<file path="src/rtl/warning_controller.sv">
// warning_controller
//   Debounces N_WARN raw fault channels and splits the debounced warnings into
//   priority-1 (start-inhibiting) and priority-2 (advisory) classes. It drives a
//   start-interlock FSM whose lockout is cleared only by a key cycle, and a chime
//   cadence generator. The driver can acknowledge priority-2 warnings per channel.
//
// Ports
//   clk          in   system clock, rising edge
//   rst_n        in   asynchronous active-low reset
//   fault_raw    in   [N_WARN] raw fault conditions, 1 = fault present
//   key          in   key present
//   brk          in   brake pressed
//   park         in   gear in park
//   srv          in   service mode (bypasses lockout, silences priority-2 chime)
//   ack          in   driver acknowledge, sampled every cycle
//   warn         out  [N_WARN] debounced per-channel warnings (registered)
//   warn_pri1    out  any priority-1 warning active
//   warn_pri2    out  any priority-2 warning active
//   chime        out  audible chime drive
//   start_permit out  starter enable (state register decode)
module warning_controller #(
    parameter int                N_WARN    = 8,
    parameter int                DEB_CYC   = 4,
    parameter int                CHIME_ON  = 3,
    parameter int                CHIME_OFF = 5,
    parameter logic [N_WARN-1:0] PRI1_MASK = 8'b1110_0000
) (
    input  logic              clk,
    input  logic              rst_n,
    input  logic [N_WARN-1:0] fault_raw,
    input  logic              key,
    input  logic              brk,
    input  logic              park,
    input  logic              srv,
    input  logic              ack,
    output logic [N_WARN-1:0] warn,
    output logic              warn_pri1,
    output logic              warn_pri2,
    output logic              chime,
    output logic              start_permit
);

    localparam int DEB_W  = $clog2(DEB_CYC + 1);
    localparam int CNT_W  = $clog2(CHIME_ON + CHIME_OFF);

    // Last count value before the debounced level flips; reaching DEB_CYC
    // happens on the same edge that updates warn.
    localparam logic [DEB_W-1:0] DEB_LAST = DEB_W'(DEB_CYC - 1);
    localparam logic [CNT_W-1:0] CNT_LAST = CNT_W'(CHIME_ON + CHIME_OFF - 1);
    localparam logic [CNT_W-1:0] CNT_ON   = CNT_W'(CHIME_ON);

    typedef enum logic [1:0] {
        ST_OFF     = 2'd0,
        ST_CHECK   = 2'd1,
        ST_READY   = 2'd2,
        ST_LOCKOUT = 2'd3
    } state_t;

    logic [N_WARN-1:0] warn_r;
    logic [N_WARN-1:0] warn_nxt_s;
    logic [DEB_W-1:0]  deb_r     [N_WARN];
    logic [DEB_W-1:0]  deb_nxt_s [N_WARN];
    logic [N_WARN-1:0] ack_mask_r;
    logic [N_WARN-1:0] ack_mask_nxt_s;
    logic [CNT_W-1:0]  cnt_r;
    logic [CNT_W-1:0]  cnt_nxt_s;
    state_t            state_r;
    state_t            state_nxt_s;
    logic              pri1_s;
    logic              pri2_pending_s;
    logic              req_s;

    // Priority classification and chime request from the registered warnings.
    always_comb begin
        pri1_s         = |(warn_r & PRI1_MASK);
        pri2_pending_s = |(warn_r & ~PRI1_MASK & ~ack_mask_r);
        req_s          = key & (pri1_s | (~srv & pri2_pending_s));
    end

    // Per-channel debounce: count consecutive disagreeing samples.
    always_comb begin
        warn_nxt_s = warn_r;
        for (int i = 0; i < N_WARN; i++) begin
            deb_nxt_s[i] = '0;
            if (fault_raw[i] != warn_r[i]) begin
                if (deb_r[i] == DEB_LAST) begin
                    warn_nxt_s[i] = fault_raw[i];
                    deb_nxt_s[i]  = '0;
                end else begin
                    deb_nxt_s[i] = deb_r[i] + DEB_W'(1);
                end
            end else begin
                deb_nxt_s[i] = '0;
            end
        end
    end

    // Acknowledge mask: only priority-2 bits, using the pre-edge warn value so
    // an ack coinciding with a newly rising warning does not mask it; a bit
    // drops as soon as its warning is inactive so a recurrence chimes again.
    always_comb begin
        ack_mask_nxt_s = ack_mask_r;
        if (ack) begin
            ack_mask_nxt_s = ack_mask_r | (warn_r & ~PRI1_MASK);
        end else begin
            ack_mask_nxt_s = ack_mask_r;
        end
        ack_mask_nxt_s = ack_mask_nxt_s & warn_r & ~PRI1_MASK;
    end

    // Cadence counter: parked at 0 while idle so each burst starts in ON phase.
    always_comb begin
        cnt_nxt_s = '0;
        if (!req_s) begin
            cnt_nxt_s = '0;
        end else if (cnt_r == CNT_LAST) begin
            cnt_nxt_s = '0;
        end else begin
            cnt_nxt_s = cnt_r + CNT_W'(1);
        end
    end

    // Start-interlock next-state logic; key removal overrides everything.
    always_comb begin
        state_nxt_s = state_r;
        if (!key) begin
            state_nxt_s = ST_OFF;
        end else begin
            case (state_r)
                ST_OFF: begin
                    state_nxt_s = ST_CHECK;
                end
                ST_CHECK: begin
                    if (pri1_s && !srv) begin
                        state_nxt_s = ST_LOCKOUT;
                    end else if (brk && park) begin
                        state_nxt_s = ST_READY;
                    end else begin
                        state_nxt_s = ST_CHECK;
                    end
                end
                ST_READY: begin
                    if (pri1_s && !srv) begin
                        state_nxt_s = ST_LOCKOUT;
                    end else if (!(brk && park)) begin
                        state_nxt_s = ST_CHECK;
                    end else begin
                        state_nxt_s = ST_READY;
                    end
                end
                ST_LOCKOUT: begin
                    state_nxt_s = ST_LOCKOUT;
                end
                default: begin
                    state_nxt_s = ST_OFF;
                end
            endcase
        end
    end

    // State, debounce, acknowledge and cadence registers.
    always_ff @(posedge clk or negedge rst_n) begin
        if (!rst_n) begin
            warn_r     <= '0;
            ack_mask_r <= '0;
            cnt_r      <= '0;
            state_r    <= ST_OFF;
            for (int i = 0; i < N_WARN; i++) begin
                deb_r[i] <= '0;
            end
        end else begin
            warn_r     <= warn_nxt_s;
            ack_mask_r <= ack_mask_nxt_s;
            cnt_r      <= cnt_nxt_s;
            state_r    <= state_nxt_s;
            for (int i = 0; i < N_WARN; i++) begin
                deb_r[i] <= deb_nxt_s[i];
            end
        end
    end

    assign warn         = warn_r;
    assign warn_pri1    = pri1_s;
    assign warn_pri2    = |(warn_r & ~PRI1_MASK);
    assign chime        = req_s & (cnt_r < CNT_ON);
    assign start_permit = (state_r == ST_READY);

endmodule

</file>
<file path="config.mk">
export PLATFORM = sky130hd
export DESIGN_NAME = warning_controller
export DESIGN_NICKNAME = d
export VERILOG_FILES = /design/src/rtl/warning_controller.sv
export SDC_FILE = /design/constraint.sdc
export NUM_CORES = 1
export LEC_CHECK = 0
export ABC_AREA = 1
export CAP_MARGIN = 25
export CORE_MARGIN = 2
export CORE_UTILIZATION = 49
export CTS_CLUSTER_DIAMETER = 80
export DETAILED_ROUTE_END_ITERATION = 10
export PLACE_DENSITY = 0.73
export RECOVER_POWER = 100
export SLEW_MARGIN = 30
export SYNTH_ARGS = -nofsm -noshare
export SYNTH_HDL_FRONTEND = slang
export SYNTH_SLANG_ARGS = --single-unit
export TNS_END_PERCENT = 30
</file>
<file path="constraint.sdc">
create_clock -name clk -period 1.5 [get_ports clk]
set_input_delay 0.3 -clock clk [delete_from_list [all_inputs] [get_ports clk]]
set_output_delay 0.3 -clock clk [all_outputs]
set_load 0.05 [all_outputs]
</file>
==> impl_results.md, run 1 <==
* Status: complete, but fails checks
* Failing checks: negative setup slack
* Mean Syn Cell Area at 10.0 um^2
* Sequential fraction of the synthesis area at 57.7%
* Clk_skew at 0.00210 ns
* Initial DRC count at 55
* Unrepaired setup endpoints after global routing: yes
* Relative slew slack at 71.0%
* Gate power share at 46.9%
* Hpwl dp at 2460 um
* Crit path DAT at 1.33 ns
* Die width at 65.0 um
* Area of the multi-input gates at 698 um^2
* Sw frac at 40.9%
* Vias at 1343
* Clk_lat worst skew at 0.29 ns
* Hold Crit Class: flip-flop to flip-flop
* Mapped Cells at 182
* Syn Nets at 210
* GRT Residual Overflow at 0
* Part of the power in the clock network at 15.5%
* Post-synth top cells: 42 x dfrtp_1, 33 x nand2_1, 29 x inv_1
* Drt pass-1 iters at 4
* Post-Route WL at 3330 um
* Vias/cell at 4.83
* Total CTS buffers at 5
* GR met2 Demand/Resource at 32.1%
* # IOs at 27
* Kind of critical path: flip-flop to primary output
* Root Driver: clkbuf_8
* Synth top area share at 57.7%
* Area grow syn2layout at 30.9%
* Clk slew on worst S/H paths at 0.07 ns
* Mapped Area at 0.00182 mm^2
* Share of cells above drive strength 1 at 22.2%
* Final Critical Period at 1.63 ns
* Worst Path Required at 1.20 ns
* Final ANT Viol Nets at 0
* Worst hold slack at 0.439 ns
* Synth area leaders: dfrtp_1 58%, ha_1 8.9%, nand2_1 6.8%, inv_1 6.0%, nor2_1 3.9%
* Sw Pwr at 1.91 mW
* Htree depth at 2
* Global-route wire length before repair at 5920 um
* Global-route met3 utilization at 5.56%
* Sequential share of power at 37.6%
* Synth unique cells at 20
* Most area-hungry cell type in the Yosys netlist: dfrtp_1
* Post-synth EDFFs at 0
* Non-filler cells, final at 278
* Clock sink count at 42
* RePlAce Congestion at 0.685
* Placed cells at 261
* Clock Path Buffers at 2
* Final period util at 109%
* Layout fillers at 290
* Fin. Hold Viols at 0
* Post-synthesis async set-or-reset flop share at 100%
* Flops & latches, synth at 42
* Initial antenna violation count at 0
* Number of global-route vias before repair at 1411
* Synth Flop Type: dfrtp_1
* P_leak at 1.20 nW
* Final setup violation count at 2
* Syn. warnings at 0
* Max-slew violation count at 0
* Internal at 2.76 mW
* Rows at 22
* Pin count of the biggest net entering global routing at 26
* Startpoint Class: flip-flop
* Grt met1 use at 21.4%
* DP Worst Slack at -0.113 ns
* Max-cap violations at 0
* Overall Global Routing Usage at 18.7%
* I/O Buffers at 26
* Nets@finish at 257
* DRC at 0
* WL per Instance at 12.0 um
* Worst setup margin at -0.133 ns
* Power Total at 4.68 mW
* Worst setup EP type: primary output
* Count leader, synth: dfrtp_1
* Chip height at 65.0 um
* Inserted Diodes at 0
* Area of the core at 0.00361 mm^2
* Initial Utilization at 50.5%
* CTS tree: built
* Global route hottest layer: met2
* Setup TNS at -0.221 ns
* PwrDens at 1960 mW/mm^2
* Worst-Margin Slew at 0.435 ns
* Peak supply drop at 1.01 mV
* Peak Freq at 612 MHz
* Worst-path maximum fanout at 2
* Register area at 0.00106 mm^2
* Die Area at 0.00422 mm^2
==> registers in the layout, indices dropped and copies added (netlist names) <==
signal,count
deb_r,24
ack_mask_r,5
cnt_r,3
state_r,2
warn,8
==> worst paths after layout <==
kind,startpoint,to,slack (ns),depth (start not counted)
worst min register to register,deb_r[0]$_DFF_PN0_,deb_r[0]$_DFF_PN0_,0.44,1
worst max register to register,ack_mask_r[1]$_DFF_PN0_,cnt_r[1]$_DFF_PN0_,0.16,10
worst max-delay path,warn[2]$_DFFE_PN0P_,chime,-0.13,7
max in group asynchronous,rst_n,warn[5]$_DFFE_PN0P_,0.27,3
worst min-delay path,deb_r[0]$_DFF_PN0_,deb_r[0]$_DFF_PN0_,0.44,1
min in group asynchronous,rst_n,deb_r[9]$_DFF_PN0_,0.48,2
==> area by class of cell <==
cell class / instances / area share (%)
Clock buffer: 7 / 3.62
Multi-Input combinational cell: 110 / 29.3
Timing Repair Buffer: 40 / 15.2
Tap cell: 48 / 2.52
Sequential cell: 42 / 44.4
Inverter: 30 / 4.72
Clock inverter: 1 / 0.210
==> worst max-delay path, cell delays in order (launching register included) <==
cell	delay, ns
dfrtp_2	0.42
nand2_2	0.07
nand3_2	0.08
o21bai_1	0.13
nand2_1	0.08
nand2_2	0.10
nor2_4	0.04
buf_12	0.14
==> cells in the final DEF (no fill, tap or decap), types with 5 or more instances in the layout <==
cell type	count
ha_1	13
nor2_1	17
clkbuf_8	6
xnor2_1	8
nor3_1	12
buf_12	5
buf_4	5
nand2_1	29
clkbuf_1	8
dfrtp_2	7
dfrtp_1	35
a21oi_1	5
inv_1	26
clkdlybuf4s50_1	12
==> routing by layer <==
layer | wire [um] | up-vias | part of all wire [%]
li1 | - | 664 | -
met1 | 1380 | 636 | 41
met2 | 1730 | 32 | 52
met3 | 127 | 11 | 3.8
met4 | 93 | 0 | 2.8
met5 | 0 | - | 0
==> power groups by stage <==
| stage | Clock, mW | Sequential [mW] | Combinational, mW |
|---|---|---|---|
| finish | 0.723 | 1.76 | 2.19 |
| global route | 0.806 | 1.80 | 2.43 |
| CTS | 0.740 | 1.78 | 2.52 |
| detailed placement | 0 | 1.88 | 2.28 |
| global placement | 0 | 1.84 | 2.18 |
| floorplan | 0 | 2.16 | 0.978 |
==> what timing repair did <==
action | in CTS | in global routing
gates resized for setup | 5 | 2
pin swaps | 7 | 7
buffers inserted | 6 | 2
endpoints found under the setup margin | 2 | 2
hold buffers | 1 | 0
endpoints found under the hold margin | 17 | 0
==> kinds of logic after synthesis <==
| kind of cell | count (synthesis) | synth area share, % |
|---|---|---|
| xor+xnor | 8 | 3.85 |
| buf+inv | 30 | 6.18 |
| fa+ha+maj | 13 | 8.93 |
| mux | 2 | 1.24 |
| flops | 42 | 57.7 |
| simple gates | 74 | 17.4 |
| compound gates | 13 | 4.67 |
==> metrics by stage <==
step	utilization (%)	area [um^2]
global route	66.1	2380
CTS	69.0	2490
floorplan	-	1850
finish	66.1	2380
detailed placement	64.5	2330
global placement	64.5	2330
Power figures use the tool's default switching activity.
==> run 2, diff against run 1 <==
Settings changed: GPL_TIMING_DRIVEN set to 0.
==> run 2 against run 1 <==
Against the previous run:
- the flow still finishes with violations (negative setup slack)
- combinational power decreased by 5%
- fmax rose by 0.76%
- count of clock-buffer cells in the layout is the same
- die area unchanged
- sequential share of layout area grew 0.43 points
- global-route usage is 0.95 points lower
- register-to-register slack better by 0.11 ns
- final area decreased by 0.84%
- clock power up 0.6%
- highest routed layer unchanged
==> impl_results.md, run 2 (synthesis gave the netlist of run 1 again) <==
* Initial antenna violation count at 0 (unchanged)
* Overall Global Routing Usage at 17.8% (-0.95 points)
* PwrDens at 1940 mW/mm^2 (-0.95%)
* Setup TNS at -0.225 ns (-0.00419 ns)
* Most flop-heavy register: deb_r
* Kind of critical path: flip-flop to primary output
* Startpoint Class: flip-flop
* Crit path DAT at 1.32 ns (about the same)
* Unrepaired setup endpoints after global routing: yes
* Global-route met3 utilization at 5.21% (-0.35 points)
* Max-slew violation count at 0 (unchanged)
* Hold Crit Class: flip-flop to flip-flop
* Total CTS buffers at 5 (unchanged)
* Area of the core at 0.00361 mm^2 (unchanged)
* Final setup violation count at 3 (+1)
* Vias/cell at 4.67 (-3.4%)
* Area after DPL at 0.00219 mm^2 (-5.9%)
* Number of global-route vias before repair at 1397 (-0.99%)
* # IOs at 27 (unchanged)
* DRC at 0 (unchanged)
* Clk_skew at 0.00201 ns (-0.0000892 ns)
* WL per Instance at 11.4 um (-5.2%)
* Fin. Hold Viols at 0 (unchanged)
* Area grow syn2layout at 29.8%
* Clk slew on worst S/H paths at 0.07 ns (about the same)
* Hpwl dp at 2340 um (-4.7%)
* Root Driver: clkbuf_8
* Chip height at 65.0 um (unchanged)
* Drt pass-1 iters at 4 (unchanged)
* P_leak at 1.19 nW (-0.81%)
* Initial Utilization at 50.5% (unchanged)
* Non-filler cells, final at 275 (-1.1%)
* Clk_lat worst skew at 0.28 ns (about the same)
* Post-Route WL at 3120 um (-6.2%)
* Htree depth at 2 (unchanged)
* Layout fillers at 296 (+2.1%)
* Vias at 1283 (-4.5%)
* Worst-Margin Slew at 0.703 ns (+0.268 ns)
* Die width at 65.0 um (unchanged)
* Max reg flops at 24 (unchanged)
* Peak Freq at 617 MHz (+0.76%)
* Clock Path Buffers at 2 (unchanged)
* Placed cells at 257 (-1.5%)
* CTS tree: built
* I/O Buffers at 26 (unchanged)
* GRT Residual Overflow at 0 (unchanged)
* Final Cell Area at 0.00236 mm^2 (-0.84%)
* Worst-path maximum fanout at 2 (unchanged)
* Global route hottest layer: met2
* Grt met1 use at 21.5% (+0.033 points)
* Max-cap violations at 0 (unchanged)
* Global-route wire length before repair at 5780 um (-2.3%)
* Worst Path Required at 1.20 ns (about the same)
* Die Area at 0.00422 mm^2 (unchanged)
* Worst setup margin at -0.121 ns (+0.0123 ns)
* Final period util at 108% (-0.82 points)
* Final Critical Period at 1.62 ns (-0.0123 ns)
* Leading cell type in the layout, fill and taps excluded: dfrtp_1
* GR met2 Demand/Resource at 31.3% (-0.77 points)
* Power Total at 4.59 mW (-1.8%)
* Final ANT Viol Nets at 0 (unchanged)
* Initial DRC count at 38 (-31%)
* Failing checks: negative setup slack
* Peak supply drop at 1.28 mV (+26%)
* Share of cells above drive strength 1 at 23.3% (+1.2 points)
* Pin count of the biggest net entering global routing at 32 (+23%)
* Clock sink count at 42 (unchanged)
* Nets@finish at 254 (-1.2%)
* Worst setup EP type: primary output
* Worst hold slack at 0.445 ns (+0.00602 ns)
* Status: complete, but fails checks
* Leading cell types in the layout, fill and taps excluded: 34 x dfrtp_1, 30 x nand2_1, 26 x inv_1
* Rows at 22 (unchanged)
* RePlAce Congestion at 0.675 (-1.4%)
* Relative slew slack at 53.1% (-18 points)
* Inserted Diodes at 0 (unchanged)
## run 2: cell count changes in the layout (fill, tap and decap cells not counted), moves of 3 or more
cell	change
buf_4	+7
clkdlybuf4s15_2	+7
clkbuf_1	-6
buf_12	-4
clkbuf_2	-3
clkbuf_4	-3
## run 2: worst max-delay path, stage by stage (launching register included)
cell	delay [ns]
dfrtp_2	0.41
nand2_1	0.10
o21ai_2	0.05
o21bai_1	0.13
nand2_1	0.08
nand2_2	0.09
nor2_4	0.03
buf_6	0.14
## run 2: what timing repair did
action / CTS / global route
gates resized for setup: 43 / 7
gates cloned: 0 / 0
buffers inserted: 8 / 1
setup endpoints to repair: 12 / 9
pin swaps: 8 / 3
hold endpoints to repair: 11 / 0
hold buffers: 1 / 0
## run 2: path summary, 6_finish.rpt
check                                     from                   to  slack [ns]  depth (start not counted)
min in group asynchronous                rst_n  deb_r[20]$_DFF_PN0_        0.57                          2
max in group asynchronous                rst_n  warn[5]$_DFFE_PN0P_        0.32                          3
hold / removal              deb_r[0]$_DFF_PN0_   deb_r[0]$_DFF_PN0_        0.45                          1
setup reg to reg            cnt_r[0]$_DFF_PN0_   cnt_r[0]$_DFF_PN0_        0.27                          4
setup / recovery           warn[4]$_DFFE_PN0P_                chime       -0.12                          7
hold reg to reg             deb_r[0]$_DFF_PN0_   deb_r[0]$_DFF_PN0_        0.45                          1
## run 2: metrics by stage
step	util, %	setup WS (ns)
after floorplan	-	-0.0585
after global placement	60.3	-0.930
after detailed placement	60.7	-0.788
after CTS	65.2	-0.149
after global routing	65.6	-0.214
final	65.6	-0.121
## run 2: final cells by class
class | count | area, um^2 | share of cell area, %
Timing Repair Buffer | 37 | 349 | 14.8
Clock inverter | 1 | 5.00 | 0.212
Multi-Input combinational cell | 110 | 691 | 29.2
Tap cell | 48 | 60.1 | 2.54
Sequential cell | 42 | 1060 | 44.9
Clock buffer | 7 | 86.3 | 3.65
Inverter | 30 | 113 | 4.76
## run 2: metal layers
layer  share of wire [%]  vias up
met4                0.67        0
met5                   0        -
met3                 3.3        4
li1                    -      654
met1                  44      605
met2                  52       20
## run 2: where the power goes
part	total (mW)	internal, mW	switching (mW)
Clock	0.727	0.371	0.356
Sequential	1.78	1.53	0.254
Combinational	2.08	0.840	1.24
Total	4.59	2.74	1.85
==> run 3, diff against run 2 <==
Settings changed: CTS_BUF_LIST set to sky130_fd_sc_hd__clkbuf_4 sky130_fd_sc_hd__clkbuf_8 sky130_fd_sc_hd__clkbuf_16, CTS_CLUSTER_SIZE set to 16.
==> run 3 against run 2 <==
Against the previous run:
- die area stayed put
- largest cell class unchanged
- core utilization is 0.21 points lower
- non-clock buffer count is 1 lower
- the run still ends with negative setup slack left
==> impl_results.md, run 3 (synthesis gave the netlist of run 1 again) <==
* Final Critical Period at 1.63 ns (+0.0108 ns)
* Share of cells above drive strength 1 at 23.9% (+0.55 points)
* Worst-Margin Slew at 0.700 ns (-0.00329 ns)
* Most flop-heavy register: deb_r
* Worst Path Required at 1.20 ns (about the same)
* Status: complete, but fails checks
* Unrepaired setup endpoints after global routing: yes
* P_leak at 1.18 nW (-0.13%)
* Clk_lat worst skew at 0.29 ns (about the same)
* Fin. Hold Viols at 0 (unchanged)
* DP Worst Slack at -0.788 ns (unchanged)
* Setup TNS at -0.244 ns (-0.0192 ns)
* Nets@finish at 253 (-0.39%)
* Hpwl dp at 2340 um (unchanged)
* Final ANT Viol Nets at 0 (unchanged)
* Final setup violation count at 4 (+1)
* Hold Crit Class: flip-flop to flip-flop
* Area after DPL at 0.00219 mm^2 (unchanged)
* Total CTS buffers at 5 (unchanged)
* Kind of critical path: flip-flop to primary output
* GRT Residual Overflow at 0 (unchanged)
* Final period util at 109% (+0.72 points)
* PwrDens at 1950 mW/mm^2 (+0.21%)
* Startpoint Class: flip-flop
* Rows at 22 (unchanged)
* Vias/cell at 4.67 (about the same)
* Max-slew violation count at 0 (unchanged)
* Layout fillers at 301 (+1.7%)
* Area of the core at 0.00361 mm^2 (unchanged)
* Worst setup EP type: primary output
* Final Cell Area at 0.00236 mm^2 (-0.32%)
* # IOs at 27 (unchanged)
* Worst-path maximum fanout at 4 (+2)
* Chip height at 65.0 um (unchanged)
* Crit path DAT at 1.33 ns (about the same)
* Global-route wire length before repair at 5760 um (-0.36%)
* Initial Utilization at 50.5% (unchanged)
* Power Total at 4.59 mW (-0.11%)
* Max reg flops at 24 (unchanged)
* Failing checks: negative setup slack
* Peak supply drop at 1.29 mV (+0.94%)
* Die Area at 0.00422 mm^2 (unchanged)
* RePlAce Congestion at 0.675 (unchanged)
* Leading cell type in the layout, fill and taps excluded: dfrtp_1
* Post-Route WL at 3110 um (-0.45%)
* Register area at 0.00106 mm^2 (unchanged)
* WL per Instance at 11.3 um (about the same)
* Inserted Diodes at 0 (unchanged)
* Clock Path Buffers at 2 (unchanged)
* WHS Path Cells at 1 (unchanged)
* Relative slew slack at 53.3% (+0.22 points)
* CTS tree: built
* Initial antenna violation count at 0 (unchanged)
* Htree depth at 2 (unchanged)
* Root Driver: clkbuf_8
* Max-cap violations at 0 (unchanged)
* Leading cell types in the layout, fill and taps excluded: 34 x dfrtp_1, 29 x nand2_1, 26 x inv_1
* Worst reg-to-reg path cell count at 4 (unchanged)
* Vias at 1279 (-0.31%)
* Clock sink count at 42 (unchanged)
* Number of global-route vias before repair at 1392 (-0.36%)
* Worst setup margin at -0.132 ns (-0.0108 ns)
* Initial DRC count at 38 (unchanged)
* Area grow syn2layout at 29.4%
* DRC at 0 (unchanged)
* Die width at 65.0 um (unchanged)
* Overall Global Routing Usage at 17.6% (-0.15 points)
* I/O Buffers at 26 (unchanged)
* Drt pass-1 iters at 4 (unchanged)
* Pin count of the biggest net entering global routing at 32 (unchanged)
* Clk_skew at 0.00516 ns (+0.00315 ns)
* Peak Freq at 613 MHz (-0.66%)
* Area of the multi-input gates at 693 um^2 (+0.36%)
* Clk slew on worst S/H paths at 0.08 ns (about the same)
==> run 3: layer usage <==
metal  vias up  track usage [%]  share of wire, %
li1        652                -                 -
met1       603             21.0                43
met2        19             31.3                52
met3         5             5.21               3.9
met4         0             3.99               1.0
met5         -                0                 0
==> run 3: layout make-up <==
type	count	share of cell area, %
Clock buffer	7	3.82
Tap cell	48	2.55
Sequential cell	42	45.0
Timing Repair Buffer	36	14.2
Inverter	30	4.78
Clock inverter	1	0.212
Multi-Input combinational cell	110	29.4
==> run 3: timing repair <==
action | 4_1_cts | 5_1_grt
setup buffers | 7 | 1
pin swaps | 8 | 3
hold endpoints to repair | 11 | 0
gates resized for setup | 42 | 9
setup endpoints to repair | 12 | 9
hold buffers | 1 | 0
==> run 3: final timing paths <==
check	start	endpoint	slack, ns
worst min register to register	deb_r[0]$_DFF_PN0_	deb_r[0]$_DFF_PN0_	0.44
worst min-delay path	deb_r[0]$_DFF_PN0_	deb_r[0]$_DFF_PN0_	0.44
worst max register to register	cnt_r[0]$_DFF_PN0_	cnt_r[0]$_DFF_PN0_	0.27
min in group asynchronous	rst_n	deb_r[20]$_DFF_PN0_	0.56
max in group asynchronous	rst_n	warn[5]$_DFFE_PN0P_	0.32
worst max-delay path	warn[4]$_DFFE_PN0P_	chime	-0.13
==> run 3: per-stage QoR <==
| step | std cells | hold WS, ns | utilization, % |
|---|---|---|---|
| after CTS | 273 | 0.418 | 65.1 |
| final | 274 | 0.445 | 65.4 |
| after global routing | 274 | 0.460 | 65.4 |
| after global placement | 256 | 0.424 | 60.3 |
| after floorplan | 182 | 0.00441 | - |
| after detailed placement | 257 | 0.199 | 60.7 |
==> run 3: power by group <==
part	switching, mW	leakage [nW]	internal (mW)	total, mW
sequential	0.263	0.531	1.53	1.79
combinational	1.23	0.601	0.818	2.05
clock	0.358	0.0517	0.389	0.748
==> run 3: critical path, stage by stage, from the launching register on <==
cell and delay [ns]:
dfrtp_2 0.43, nand2_2 0.08, o21ai_2 0.05, o21bai_1 0.13
nand2_1 0.08, nand2_2 0.09, nor2_4 0.03, buf_6 0.14
==> RTL edit: new RTL, config.mk and constraints of run 3 <==
Reset style: synchronous (`rst_n`), changed in one clocked block. Comments in the files are not updated.
--- a/src/rtl/warning_controller.sv
+++ b/src/rtl/warning_controller.sv
@@ -161,3 +161,3 @@
     // State, debounce, acknowledge and cadence registers.
-    always_ff @(posedge clk or negedge rst_n) begin
+    always_ff @(posedge clk) begin
         if (!rst_n) begin
Function: differs if rst_n is asserted again (counterexample within 4 cycles, from zero or initial values and one cycle with rst_n low); with rst_n held inactive, the same outputs for 10 cycles.
==> RTL edit against run 3 <==
The run still ends with setup timing left; worst setup slack got worse by 39 ps; wire length fell by 10%; final area fell by 6.6%; area after synthesis fell by 5.6%; non-clock buffer count did not move; synthesized cell count rose by 10%; clock skew rose by 6.3 ps; sequential cell count did not move.
Power is not compared: it rests on default switching activity, and its combinational part moved more than twofold at a synthesized area within 25%.
==> RTL edit: results (changes against run 3) <==
Hold Crit Endpoint: state_r[0]
Global Route Usage Sum: 16.3% (-1.3 points)
Final Setup Violations: 3 (-1)
Clk pin slew, worst setup/hold paths: 100 ps (+20 ps)
R2R Path Start: warn[2]
Global-route wire length before repair: 5.07 mm (-12%)
DR vias/cell: 4.57 (-2.0%)
Fraction of registers with async set/reset: 0% (-100 points)
Synth Net Count: 237 (+13%)
Worst setup margin: -170 ps (-38.6 ps)
Share of cells above drive strength 1: 23.0% (-0.85 points)
HP Class: in -> reg
Port buffer count: 25 (-3.8%)
Status: complete, but fails checks
Finished Cell Area: 0.00220 mm2 (-6.6%)
Seq/Total Area, Yosys: 48.9% (-8.8 points)
Number of global-route vias before repair: 1224 (-12%)
Synth top area cells: dfxtp_1, ha_1, inv_1, nor2_1, a21oi_1
Initial DRC count: 36 (-5.3%)
Violated checks: setup timing
Filler cells: 308 (+2.3%)
Worst r2r dst: cnt_r[0]
Crit-path slowest cell: dlygate4sd2_1
DR WL/cell: 9.65 um (-15%)
Routability cong.: 0.727 (+7.6%)
Post-DP HPWL: 1.99 mm (-15%)
Most common library cells after synthesis: dfxtp_1, inv_1, nor2_1
Nets@finish: 278 (+9.9%)
Crit path max-delay family: buffers and inverters
Hold depth: 3 (+2)
Hold Crit Start: rst_n
RTL edit: cell types whose count changed after synthesis, moves of 4 or more:
cell / delta
nand2_1: -21
inv_1: +9
dfxtp_1: +42
dfrtp_1: -42
xnor2_1: -8
nor3b_1: -4
o21ai_0: +8
nor3_1: -9
o211ai_1: +8
nor2_1: +18
a21oi_1: +13
ha_1: +8
RTL edit: area by class of cell:
cell class | instances | area [um2] | share of cell area (%)
Timing Repair Buffer | 34 | 302 | 13.7
Inverter | 39 | 146 | 6.65
Tap cell | 46 | 57.6 | 2.61
Sequential cell | 42 | 876 | 39.8
Buffer | 2 | 15.0 | 0.682
Clock inverter | 2 | 10.0 | 0.455
Clock buffer | 6 | 45.0 | 2.05
Multi-Input combinational cell | 118 | 751 | 34.1
RTL edit: tightest hold or removal path, delay by kind of cell:
family	cells	cell delay [ps]
AOI/OAI and AO/OA	1	40
and+or+nand+nor	1	100
buffers and inverters	1	160
RTL edit: metal layers:
layer	wire length (um)	global-route usage, %	vias to the layer above	part of all wire, %
li1	-	-	727	-
met1	1330	19.5	572	48
met2	1290	26.6	19	46
met3	136	6.07	4	4.9
met4	35	6.52	0	1.3
met5	0	0	-	0
RTL edit: what timing repair did:
item / 4_1_cts / 5_1_grt
resized for setup: 52 / 14
pin swaps: 7 / 4
endpoints found under the setup margin: 12 / 5
cloned: 0 / 0
buffers inserted: 2 / 7
RTL edit: logic make-up after synthesis:
family,synth area share (%)
compound gates,13.0
fa+ha+maj,15.3
flops,48.9
simple gates,13.5
buf+inv,9.38
RTL edit: worst max path at each step:
stage                       start         to  slack (ps)  cells past startpoint
global route        ack_mask_r[3]      chime        -260                      8
floorplan                 warn[5]      chime           2                      6
CTS                       warn[1]      chime        -210                      7
global placement              srv      chime        -790                      6
finish                    warn[5]  warn_pri1        -170                      3
detailed placement            srv      chime        -800                      6
RTL edit: through the flow:
stage / std cells / hold WS [ps] / worst slack (ps) / total power (W)
final: 289 / 292 / -170 / 0.00188
after global routing: 289 / 296 / -265 / 0.00199
after CTS: 282 / 285 / -211 / 0.00191
after detailed placement: 272 / 411 / -802 / 0.00137
after global placement: 272 / 410 / -793 / 0.00136
after floorplan: 201 / 399 / 2.41 / 0.00129
RTL edit: power groups by stage:
stage | Sequential, W | Combinational [W] | Clock [W]
3_5_place_dp | 0.00118 | 0.000185 | 0
6_report | 0.00115 | 0.000192 | 0.000544
2_1_floorplan | 0.00119 | 0.0000999 | 0
4_1_cts | 0.00115 | 0.000189 | 0.000564
5_1_grt | 0.00115 | 0.000218 | 0.000618
3_3_place_gp | 0.00118 | 0.000181 | 0
